## config.mk

```make
export PLATFORM = sky130hd
export DESIGN_NAME = vga_scan_ctrl
export DESIGN_NICKNAME = d
export VERILOG_FILES = /design/src/rtl/vga_scan_ctrl.sv
export SDC_FILE = /design/constraint.sdc
export NUM_CORES = 1
export LEC_CHECK = 0
export BUFFER_PORTS_ARGS = -buffer_cell sky130_fd_sc_hd__buf_4
export CAP_MARGIN = 15
export CORE_MARGIN = 3
export CORE_UTILIZATION = 34
export CTS_CLUSTER_SIZE = 20
export DETAILED_ROUTE_END_ITERATION = 10
export PLACE_DENSITY = 0.51
export SYNTH_ARGS = -nofsm -noshare
export SYNTH_HDL_FRONTEND = slang
export SYNTH_SLANG_ARGS = --single-unit
```

## constraint.sdc

```tcl
create_clock -name Clk -period 6.4 [get_ports Clk]
set_input_delay 0.96 -clock Clk [delete_from_list [all_inputs] [get_ports Clk]]
set_output_delay 0.96 -clock Clk [all_outputs]
set_load 0.005 [all_outputs]
```

## src/rtl/vga_scan_ctrl.sv

```systemverilog
// VGA 640x480@60 scan controller: counters, 2x2-replicated frame-buffer fetch,
// double-buffer swap at the frame boundary and a pipeline aligned with read data.
module vga_scan_ctrl #(
    parameter int H_ACTIVE     = 640,
    parameter int H_SYNC_START = 656,
    parameter int H_SYNC_END   = 751,
    parameter int H_TOTAL      = 800,
    parameter int V_ACTIVE     = 480,
    parameter int V_SYNC_START = 490,
    parameter int V_SYNC_END   = 491,
    parameter int V_TOTAL      = 525
) (
    input  logic        Clk,
    input  logic        Rst,
    input  logic [1:0]  Mode,
    input  logic        Swap_req,
    input  logic [3:0]  Mem_l,
    input  logic [3:0]  Mem_r,
    output logic [17:0] Addr,
    output logic        Rd_en,
    output logic [3:0]  Pix_l,
    output logic [3:0]  Pix_r,
    output logic        Nblank,
    output logic        Hsync,
    output logic        Vsync,
    output logic        Frame_start,
    output logic        Buf_sel,
    output logic        Swap_ack
);

    localparam logic [9:0]  H_ACT  = 10'(H_ACTIVE);
    localparam logic [9:0]  H_SS   = 10'(H_SYNC_START);
    localparam logic [9:0]  H_SE   = 10'(H_SYNC_END);
    localparam logic [9:0]  H_LAST = 10'(H_TOTAL - 1);
    localparam logic [9:0]  V_ACT  = 10'(V_ACTIVE);
    localparam logic [9:0]  V_SS   = 10'(V_SYNC_START);
    localparam logic [9:0]  V_SE   = 10'(V_SYNC_END);
    localparam logic [9:0]  V_LAST = 10'(V_TOTAL - 1);
    localparam logic [16:0] LINE_W = 17'(H_ACTIVE / 2);

    typedef struct packed {
        logic act;
        logic hs_n;
        logic vs_n;
        logic fs;
    } tap_t;

    localparam tap_t TAP_IDLE = '{act: 1'b0, hs_n: 1'b1, vs_n: 1'b1, fs: 1'b0};

    logic [9:0]  hcnt, vcnt;
    logic [1:0]  mode_q;
    logic        h_last, v_last, frame_end, active;
    logic [16:0] idx;
    tap_t        tap_now;
    tap_t        tap_pipe [2:1];
    logic [3:0]  pix_l_d, pix_r_d;

    always_comb begin
        h_last       = (hcnt == H_LAST);
        v_last       = (vcnt == V_LAST);
        frame_end    = h_last && v_last;
        active       = (hcnt < H_ACT) && (vcnt < V_ACT);
        idx          = 17'(vcnt >> 1) * LINE_W + 17'(hcnt >> 1);
        tap_now.act  = active;
        tap_now.hs_n = !((hcnt >= H_SS) && (hcnt <= H_SE));
        tap_now.vs_n = !((vcnt >= V_SS) && (vcnt <= V_SE));
        tap_now.fs   = (hcnt == '0) && (vcnt == '0);
    end

    // Mode and buffer select change only on the edge that wraps the counters to 0/0.
    always_ff @(posedge Clk) begin
        if (Rst) begin
            hcnt     <= '0;
            vcnt     <= '0;
            mode_q   <= 2'b00;
            Buf_sel  <= 1'b0;
            Swap_ack <= 1'b0;
        end else begin
            Swap_ack <= 1'b0;
            if (h_last) begin
                hcnt <= '0;
                vcnt <= v_last ? '0 : vcnt + 10'd1;
            end else begin
                hcnt <= hcnt + 10'd1;
            end
            if (frame_end) begin
                mode_q <= Mode;
                if (Swap_req) begin
                    Buf_sel  <= ~Buf_sel;
                    Swap_ack <= 1'b1;
                end
            end
        end
    end

    // Fetch stage: the buffer bit follows Buf_sel, the pixel index freezes in blanking.
    always_ff @(posedge Clk) begin
        if (Rst) begin
            Rd_en <= 1'b0;
            Addr  <= '0;
        end else begin
            Rd_en    <= active;
            Addr[17] <= Buf_sel;
            if (active) Addr[16:0] <= idx;
        end
    end

    always_comb begin
        pix_l_d = 4'h0;
        pix_r_d = 4'h0;
        if (tap_pipe[2].act) begin
            case (mode_q)
                2'b01: begin pix_l_d = Mem_l; pix_r_d = Mem_l; end
                2'b10: begin pix_l_d = Mem_r; pix_r_d = Mem_r; end
                default: begin pix_l_d = Mem_l; pix_r_d = Mem_r; end
            endcase
        end
    end

    // Two tap stages plus the output register line the video flags up with Mem data.
    always_ff @(posedge Clk) begin
        if (Rst) begin
            tap_pipe[1] <= TAP_IDLE;
            tap_pipe[2] <= TAP_IDLE;
            Nblank      <= 1'b0;
            Hsync       <= 1'b1;
            Vsync       <= 1'b1;
            Frame_start <= 1'b0;
            Pix_l       <= 4'h0;
            Pix_r       <= 4'h0;
        end else begin
            tap_pipe[1] <= tap_now;
            tap_pipe[2] <= tap_pipe[1];
            Nblank      <= tap_pipe[2].act;
            Hsync       <= tap_pipe[2].hs_n;
            Vsync       <= tap_pipe[2].vs_n;
            Frame_start <= tap_pipe[2].fs;
            Pix_l       <= pix_l_d;
            Pix_r       <= pix_r_d;
        end
    end

endmodule

```

==> flow_summary.yaml <==
cells_and_area:
  fin_nets: 418
  final_util_pct: 43.3
  drive_above_1_share_pct: 18.3
  syn_to_final_growth_pct: 20.8
  diodes: 0
power:
  share_comb_of_total_power_pct: 3.4
  clock_power_share_pct: 47.7
  p_leak_uw: 0.00159
  swShare_pct: 21.2
  p_int_uw: 636
  pwr-share-seq_pct: 48.9
  p_sw_uw: 171
  p_total_uw: 807
  irDropWorstVdd_v: 0.000105
  powerDensity_nw_per_um2: 221
clock_network:
  htree_levels: 3
  cts_tree: "built"
  cts_sinks: 62
  clockRootBuffer: "clkbuf_8"
  insertion_delay_ns: 0.33
  cts.path.max_buffers: 2
  clk_pin_slew_ns: 0.07
  post_cts_buffers: 0
  cts_resized: 0
  cts_buffers: 9
  postCtsHoldBufs: 0
timing:
  setup_ws_ns: 3.46
  rsz0062_at_grt: "false"
  fin_crit_ns: 2.94
  skew_ns: 0.00700
  relSlewSlack_pct: 42.0
  period_share_pct: 46.0
  final_max_slew_viol_count: 0
  max_freq_ghz: 0.340
  finalHoldViolations: 0
  setup_viol: 0
  worst_slew_pin_slew_ns: 0.871
  holdWs_ns: 0.409
  fin_tns_setup_ns: 0
detailed_routing:
  drt_pass1_iterations: 4
  wl_per_cell_microns: 13.2
  drc: 0
  antenna_left: 0
  via_count: 2382
  drtIter0Drc: 67
  drt-total-wl_microns: 6470
  vias_per_cell: 4.84
synth:
  async_flop_share_pct: 0
  synth_area_leaders: "dfxtp_1, ha_1, nor2_1, xor2_1, nand2_1"
  ys_seq_area_share_pct: 41.1
  netlist-cell-type-count: 46
  synth_ff_type: "dfxtp_1"
  yosysWarnings: 0
  synth_most_common_cell: "dfxtp_1"
  ys_ff_latch: 62
  synth_top_cell_by_area: "dfxtp_1"
  synth_edf_count: 0
  synth_area_sq_um: 3020
  avgSynthCellArea_sq_um: 8.86
  synthTopCellsByCount: "dfxtp_1, nor2_1, nand2_1"
  netlist.area_leader.share_pct: 41.1
  syn_inst: 341
  synth.net_count: 377
worst_setup_path:
  r2r_start: "vcnt[4]"
  critPathKind: "register to register"
  end_kind: "register"
  crit_top_cell: "ha_1"
  cp.arrival_ns: 3.18
  crit_path_start: "vcnt[4]"
  slowest_delay_ns: 0.49
  start_kind: "register"
  critical_path_required_ns: 6.64
  cp_slowest_cell: "dfxtp_1"
  cp_cell_sequence: "ha_1 > ha_1 > fa_1 > a211oi_1 > o22ai_1 > nor4_2 > nand3_1 > xnor2_1 > o31ai_1"
  cp_max_fo: 8
hold_path:
  hp-class: "register to register"
  min-delay-start: "tap_pipe[2][1]"
floorplan:
  dieWidth_microns: 100
  num_rows: 33
  die_area_sq_um: 10100
  die_h_microns: 100
  core_sq_um: 8420
  io_pins: 46
  start_util_pct: 35.9
job:
  cap_violations: 0
outcome:
  status: "completed"
global_routing:
  grt_max_degree: 36
  grt_use_total_pct: 13.8
  overflow: 0
  grt_pass1_vias: 2241
  grt_pass1_wl_microns: 11200
  antenna_found_initial: 0
place:
  pre_cts_ws_ns: 3.48
  hpwl_microns: 4760
  port_buffers: 45
  gp_congestion: 0.794
[stage by stage]
step | cells | cell area (sq um)
3_5_place_dp | 476 | 3430
6_report | 492 | 3650
4_1_cts | 492 | 3650
2_1_floorplan | 341 | 3020
5_1_grt | 492 | 3650
3_3_place_gp | 476 | 3430
[layout make-up]
class                           instances  area [sq um]
Fill cell                             875          4770
Multi-Input combinational cell        253          1680
Sequential cell                        62          1240
Inverter                               11          41.3
Timing Repair Buffer                   45           338
Tap cell                              105           131
Clock inverter                          5          81.3
Clock buffer                           11           141
[state kept, by name, summed over array words and instances (netlist names)]
signal       count
vcnt            10
Hsync            1
Nblank           1
Addr            18
Rd_en            1
tap_pipe         7
Swap_ack         1
Buf_sel          1
Vsync            1
Frame_start      1
mode_q           2
Pix_r            4
hcnt            10
Pix_l            4
[power by group through the flow]
stage	Clock [uW]	Sequential [uW]	Combinational (uW)
2_1_floorplan	0	403	13.8
3_5_place_dp	0	404	27.7
4_1_cts	395	395	27.9
3_3_place_gp	0	404	27.9
5_1_grt	412	395	31.0
6_report	385	395	27.4
[cells in the final DEF, fill, tap and decap left out, types with 2 or more instances in the layout]
master,netlist,final
a211oi_1,9,9
a21o_1,2,2
a21oi_1,14,14
and3_1,9,9
and3b_1,2,2
buf_4,1,45
bufinv_16,0,2
clkbuf_8,0,10
dfxtp_1,62,62
fa_1,2,2
ha_1,21,21
inv_1,11,11
mux2i_1,11,11
nand2_1,32,32
nand2b_1,2,2
nand3_1,10,10
nand3b_1,3,3
nand4_1,5,5
nor2_1,51,51
nor2b_1,10,10
nor3_1,7,7
o21ai_0,7,7
o22ai_1,2,2
or2_2,6,6
xnor2_1,13,13
xor2_1,15,15
[metal layers]
metal  global-route usage, %  part of all wire (%)  routed length, microns  vias up
li1                        -                     -                       -     1250
met1                    20.2                    52                    3360     1078
met2                    19.3                    42                    2690       48
met3                    4.10                   5.6                     363        6
met4                    4.66                  0.97                      63        0
met5                       0                     0                       0        -
[final timing paths]
kind         slack [ns]        to  depth (start not counted)
min reg2reg        0.41     Vsync                          1
max                3.46  Addr[16]                          9
max reg2reg        3.46  Addr[16]                          9
min                0.41     Vsync                          1
[worst max-delay path, delay by kind of cell (launching register included)]
family | cells | cell delay (ns)
AO/OA/AOI/OAI | 3 | 0.85
XOR/XNOR | 1 | 0.16
flip-flops | 1 | 0.49
adder cells (fa/ha/maj) | 3 | 0.99
AND/OR/NAND/NOR | 2 | 0.38
[kinds of logic (layout without fill, tap and decap cells)]
group	after synthesis	in the layout	share of synthesized area (%)
AND/OR/NAND/NOR	145	145	23.4
flip-flops	62	62	41.1
AO/OA/AOI/OAI	46	46	10.3
XOR/XNOR	28	28	8.11
buffers and inverters	26	72	3.48
adder cells (fa/ha/maj)	23	23	10.0
multiplexers	11	11	3.64
No activity file was read; power rests on OpenSTA's default activity.
